**src/rtl/hs32_fetch_resp.sv**
```systemverilog
// Fetch-port instruction-memory responder: accepts single-word read strobes,
// reads a synchronous SRAM with optional wait states, and answers with ackm or stlm.
module hs32_fetch_resp #(
    parameter int          AW          = 12,
    parameter int          WAIT_STATES = 0,
    parameter logic [31:0] FAULT_WORD  = 32'h0000_0000
) (
    input  logic          clk,
    input  logic          reset,
    input  logic [31:0]   addr,
    input  logic          stbm,
    output logic [31:0]   dtr,
    output logic          ackm,
    output logic          stlm,
    input  logic          hold,
    output logic          fault,
    output logic          sram_ce,
    output logic [AW-1:0] sram_addr,
    input  logic [31:0]   sram_dout
);

    typedef enum logic [1:0] {
        S_IDLE,
        S_READ,
        S_WAIT,
        S_RESP
    } state_t;

    localparam logic [3:0] WS = 4'(WAIT_STATES);

    state_t        state, state_nx;
    logic [3:0]    cnt, cnt_nx;
    logic          fault_flag, fault_flag_nx;
    logic          stall_pend, stall_pend_nx;
    logic [31:0]   dtr_nx;
    logic          ackm_nx, stlm_nx, fault_nx, sram_ce_nx;
    logic [AW-1:0] sram_addr_nx;
    logic          in_range;
    logic          unused_addr_bits;

    assign in_range         = (addr >> (AW + 2)) == 32'd0;
    assign unused_addr_bits = ^addr[1:0];

    // NOTE: every variable gets a default before the case so no latch can be inferred.
    always_comb begin
        state_nx      = state;
        cnt_nx        = cnt;
        fault_flag_nx = fault_flag;
        stall_pend_nx = 1'b0;
        dtr_nx        = dtr;
        ackm_nx       = 1'b0;
        stlm_nx       = 1'b0;
        fault_nx      = 1'b0;
        sram_ce_nx    = 1'b0;
        sram_addr_nx  = sram_addr;

        case (state)
            S_IDLE: begin
                stlm_nx = stall_pend;
                if (stbm) begin
                    if (hold) begin
                        stlm_nx = 1'b1;
                    end else begin
                        state_nx = S_READ;
                        if (in_range) begin
                            sram_ce_nx    = 1'b1;
                            sram_addr_nx  = addr[AW+1:2];
                            fault_flag_nx = 1'b0;
                        end else begin
                            fault_flag_nx = 1'b1;
                        end
                    end
                end
            end
            S_READ: begin
                stlm_nx = stbm;
                if (WS == 4'd0) begin
                    state_nx = S_RESP;
                end else begin
                    cnt_nx   = WS;
                    state_nx = S_WAIT;
                end
            end
            S_WAIT: begin
                stlm_nx = stbm;
                cnt_nx  = cnt - 4'd1;
                if (cnt <= 4'd1) begin
                    state_nx = S_RESP;
                end
            end
            S_RESP: begin
                // A strobe seen here is stalled one cycle late so ackm and stlm never overlap.
                stall_pend_nx = stbm;
                dtr_nx        = fault_flag ? FAULT_WORD : sram_dout;
                ackm_nx       = 1'b1;
                fault_nx      = fault_flag;
                fault_flag_nx = 1'b0;
                state_nx      = S_IDLE;
            end
            default: begin
                state_nx = S_IDLE;
            end
        endcase
    end

    // NOTE: sequential state uses non-blocking assignments so all registers update together.
    always_ff @(posedge clk or posedge reset) begin
        if (reset) begin
            state      <= S_IDLE;
            cnt        <= 4'd0;
            fault_flag <= 1'b0;
            stall_pend <= 1'b0;
            dtr        <= 32'd0;
            ackm       <= 1'b0;
            stlm       <= 1'b0;
            fault      <= 1'b0;
            sram_ce    <= 1'b0;
            sram_addr  <= '0;
        end else begin
            state      <= state_nx;
            cnt        <= cnt_nx;
            fault_flag <= fault_flag_nx;
            stall_pend <= stall_pend_nx;
            dtr        <= dtr_nx;
            ackm       <= ackm_nx;
            stlm       <= stlm_nx;
            fault      <= fault_nx;
            sram_ce    <= sram_ce_nx;
            sram_addr  <= sram_addr_nx;
        end
    end

endmodule

```
**config.mk**
```make
export PLATFORM = sky130hd
export DESIGN_NAME = hs32_fetch_resp
export DESIGN_NICKNAME = d
export VERILOG_FILES = /design/src/rtl/hs32_fetch_resp.sv
export SDC_FILE = /design/constraint.sdc
export NUM_CORES = 1
export LEC_CHECK = 0
export ABC_AREA = 0
export ABC_CLOCK_PERIOD_IN_PS = 3700
export CELL_PAD_IN_SITES_DETAIL_PLACEMENT = 1
export CELL_PAD_IN_SITES_GLOBAL_PLACEMENT = 1
export CORE_MARGIN = 1.5
export CORE_UTILIZATION = 31
export CTS_CLUSTER_SIZE = 16
export DETAILED_ROUTE_END_ITERATION = 10
export PLACE_DENSITY_LB_ADDON = 0.3
export SYNTH_ARGS = -nofsm -noshare
export SYNTH_HDL_FRONTEND = slang
export SYNTH_SLANG_ARGS = --single-unit
```
**constraint.sdc**
```tcl
create_clock -name clk -period 3.7 [get_ports clk]
set_input_delay 0.37 -clock clk [delete_from_list [all_inputs] [get_ports clk]]
set_output_delay 0.37 -clock clk [all_outputs]
set_load 0.01 [all_outputs]
```
# Word-level counts from Yosys, hierarchy flattened
# Cells that the tools add are included.
[totals] ff_bits=56 inputBits=68 output_inout_bits=48 word_cells=45
[classes] n_addsub=1 n_lt_le_gt_ge=1 n_eq_ne=6 n_mux=19 n_bitwise=1 reduce_logical=7
[ops] op="32-bit logical NOT" n=1
[ops] op="32-bit two-way mux" n=1
[ops] op="1-bit two-way mux" n=12
[ops] op="2-bit one-hot mux with 4 select lines" n=1
[ops] op="2-bit two-way mux" n=3
[ops] op="2-bit inequality test, second input constant" n=3
[ops] op="3-bit AND reduction" n=2
[ops] op="2-bit == test, second input constant" n=2
[ops] op="4-bit by 1-bit <= comparator with 1-bit output, second input constant" n=1
[ops] op="1-bit one-hot mux with 2 select lines" n=2
[ops] op="4-bit AND reduction" n=1
[ops] op="4-bit by 1-bit subtractor with 4-bit output, second input constant" n=1
[ops] op="2-bit by 1-bit == test with 1-bit output, second input constant" n=1
[ops] op="2-bit logical NOT" n=1
[ops] op="2-bit nonzero test" n=1
[ops] op="2-bit OR reduction" n=1
[ops] op="1-bit inverter" n=1

# Logic depth before layout (Yosys ltp)
[depth] depth_word=5 ltp_mapped=7 mapped_depth_nobuf=6

# Least setup slack after synthesis
# OpenSTA, ideal clock, no wires.
[synth_timing] path_type="input -> register" start="input port addr[14]" end="register sram_addr[0]" setup_time_ns=0.125 arrival_time_ns=1.749 t_required_ns=3.575 path_slack_ns=1.826 path_stages=4 n_path_buf=1 path_cell_list="or4_4 -> nor4_4 -> buf_6 -> mux2_2"
[synth_between] elab_chain_len=2
[synth_rtl] element="start, declared" line="10" rtl="input logic [31:0] addr,"
[synth_rtl] element="32-bit logical NOT" line="41" rtl="assign in_range = (addr >> (AW + 2)) == 32'd0;"
[synth_rtl] element="4-bit AND reduction (no source line)"
[synth_rtl] element="end signal, assigned" line="129" rtl="sram_addr <= sram_addr_nx;"
[synth_rtl] element="end, declared" line="18" rtl="output logic [AW-1:0] sram_addr,"
# Every way passes these cells.
# A chain may end at the register's enable or synchronous reset.

# Worst setup path in the final report
[layout_timing] start="register state[0]" end="register sram_addr[5]"
[layout_between] elab_chain_len=2
[layout_rtl] element="start, declared" line="31" rtl="state_t state, state_nx;"
[layout_rtl] element="start signal, assigned" line="120" rtl="state <= state_nx;"
[layout_rtl] element="2-bit logical NOT" line="57" rtl="case (state)"
[layout_rtl] element="4-bit AND reduction (no source line)"
# Every way passes these cells.

==> qor.yml <==
power_and_ir_drop:
  leakage_nw: 1.64
  ir_drop_mv: 0.248
  p_per_area_mw_per_mm2: 657
finish:
  fin_nets: 401
  area_growth_pct: 59.2
  final_cell_mix: "clkdlybuf4s50_1 (113), dfrtp_1 (56), inv_1 (37)"
  diodes: 0
  final_common_cell: "clkdlybuf4s50_1"
  post-route-util_pct: 50.6
  drive_above_1_share_pct: 8.54
global_routing:
  antenna_found_initial: 0
  grt_pass1_wl_mm: 9.83
  grt_overflow: 0
  grt_pass1_vias: 2047
  grt_max_degree: 38
  gr-usage-all-layers_pct: 16.4
logic_synthesis:
  synth-simple-area-share_pct: 10.4
  synthesis.nets: 287
  avgSynthCellArea_um2: 10.7
  synth_compound_area_share_pct: 8.78
  synth_cells: 213
  synth_xor_area_share_pct: 1.15
  syn-cell-area_mm2: 0.00228
  synth_top_family_by_area: "simple AND/OR/NAND/NOR gates"
  ys_seq_elements: 56
  ys_types: 25
  yosysSeqAreaShare_pct: 61.5
  yosysWarnings: 0
  synthAdderAreaFrac_pct: 3.29
  muxShareOfSynthArea_pct: 6.86
floorplanning:
  fp.dieH_um: 88.8
  die-area_mm2: 0.00788
  start_util_pct: 31.8
  io_pins: 116
  row_count: 31
  die_w_um: 88.8
  core_area_mm2: 0.00718
cts:
  clk_pin_slew_worst_paths_ps: 110
  clock-sinks: 56
  tritoncts: "yes"
  insertion_delay_ps: 310
  clk_path_buf_depth: 2
  h-tree-depth: 2
  numCtsBuffers: 5
  clockRootBuffer: "clkbuf_8"
  cts_hold_buf: 0
  postCtsSetupRepairBufs: 0
  cts_resized: 0
routing:
  route.detailed.wl_per_inst_um: 14.1
  drc: 0
  antenna_left: 0
  drt_iter0_drc: 58
  vias: 1874
  viasPerCell: 4.39
  wl_mm: 6.00
  dr.pass1.iters: 4
outcome:
  status: "finished, final reports clean"
critical_path:
  r2r-start: "state[0]"
  crit_start: "state[0]"
  cp_max_fo: 14
  reg2reg_to: "sram_addr[5]"
  r2r_slack_ps: 1310
  critPathBufInv: 1
  path_class: "reg2reg"
  cpPeakStageDelay_ps: 730
  setup.worst_path.end_class: "flip-flop"
  crit_path_start_kind: "flip-flop"
  path_cells: "inv_1 > ha_1 > and3b_1 > nand4_1 > nor4_4 > mux2_2"
  crit_slowest_cell: "nor4_4"
  worstRegToRegCells: 6
  cpLargestDelayFamily: "simple AND/OR/NAND/NOR gates"
  cp.required_ps: 3890
  cp.arrival_ps: 2580
placement:
  gp_congestion: 0.664
  hpwl_mm: 4.53
  port-buffer-count: 113
timing:
  period_needed_ps: 2390
  slew_violations: 0
  setup_violations: 0
  rsz0062_at_grt: "false"
  worstMarginPinSlew_ps: 900
  timing.fmax_mhz: 418
  fin_crit_sh_pct: 64.6
  fin_setup_tns_ps: 0
  fin_worst_skew_ps: 12.4
  final_hold_viol_count: 0
  relSlewSlack_pct: 39.6
run:
  cap_violations: 0
min_path:
  hold_path_class: "in2async"
==> registers in the layout, summed over array words and instances, names as in the netlist <==
signal and cells:
stall_pend 1, fault_flag 1, fault 1, stlm 1, sram_ce 1, cnt 4
dtr 32, sram_addr 12, ackm 1, state 2
==> through the flow <==
step	area, um2	hold WS [ps]	power (mW)	cells	worst slack [ps]
3_5_place_dp	3520	466	2.02	419	974
3_3_place_gp	3520	457	1.98	419	1080
5_1_grt	3630	413	2.60	427	1120
4_1_cts	3630	386	2.43	427	1240
2_1_floorplan	2280	442	1.45	213	1830
6_report	3630	385	2.38	427	1310
==> worst max path at each step <==
| stage | end | slack [ps] | depth (start not counted) |
|---|---|---|---|
| after global routing | sram_addr[1] | 1120 | 6 |
| after floorplan | sram_addr[0] | 1830 | 4 |
| after CTS | sram_addr[5] | 1240 | 6 |
| final | sram_addr[5] | 1310 | 6 |
| after detailed placement | sram_addr[5] | 970 | 5 |
| after global placement | sram_addr[11] | 1080 | 4 |
==> where the power goes <==
| group | internal, mW | switching, mW | leakage [nW] |
|---|---|---|---|
| registers | 0.833 | 0.120 | 0.717 |
| clock network | 0.201 | 0.196 | 0.0541 |
| logic | 0.527 | 0.507 | 0.872 |
| total | 1.56 | 0.823 | 1.64 |
==> worst register-to-register path, cell delays in order, from the launching register on <==
cell	delay (ps)
dfrtp_1	410
inv_1	110
ha_1	190
and3b_1	220
nand4_1	200
nor4_4	730
mux2_2	430
==> layout make-up <==
type	instances	area, um2
fillers	791	3550
multi-input cells	110	697
clock buffers	5	68.8
inverters	38	143
flip-flops and latches	56	1400
repair buffers	116	1150
clock inverters	3	42.5
well taps	99	124
==> cell usage after synthesis <==
cell type | instances | share of area (%)
a211oi_1 | 1 | 0.33
nand2_1 | 34 | 5.6
nor4_1 | 3 | 0.82
mux2i_1 | 1 | 0.44
o31ai_1 | 1 | 0.33
buf_6 | 1 | 0.49
xor2_1 | 2 | 0.77
and2_1 | 2 | 0.55
or4_4 | 1 | 0.49
o21ai_0 | 33 | 7.2
nor4_4 | 1 | 0.93
a21oi_1 | 1 | 0.22
nor2_1 | 4 | 0.66
xnor2_1 | 1 | 0.38
and3b_1 | 1 | 0.38
nor2b_1 | 1 | 0.27
ha_1 | 6 | 3.3
mux2_2 | 13 | 6.4
inv_1 | 38 | 6.3
dfrtp_1 | 56 | 61
nand4_1 | 1 | 0.27
a21o_1 | 1 | 0.33
nor4b_1 | 1 | 0.38
clkbuf_1 | 8 | 1.3
a22oi_1 | 1 | 0.33
==> logic make-up after synthesis <==
group | Yosys count
DFF | 56
and+or+nand+nor | 49
buffers and inverters | 47
AOI/OAI and AO/OA | 38
muxes | 14
adders and majority gates | 6
xor gates and xnor gates | 3
==> layer usage <==
layer  vias to the layer above  track usage (%)  routed length, um
li1                        897                -                  -
met1                       905             19.4               2450
met2                        64             29.5               3070
met3                         8             4.01                405
met4                         0             4.40                 71
met5                         -                0                  0
No activity file was read; power rests on OpenSTA's default activity.
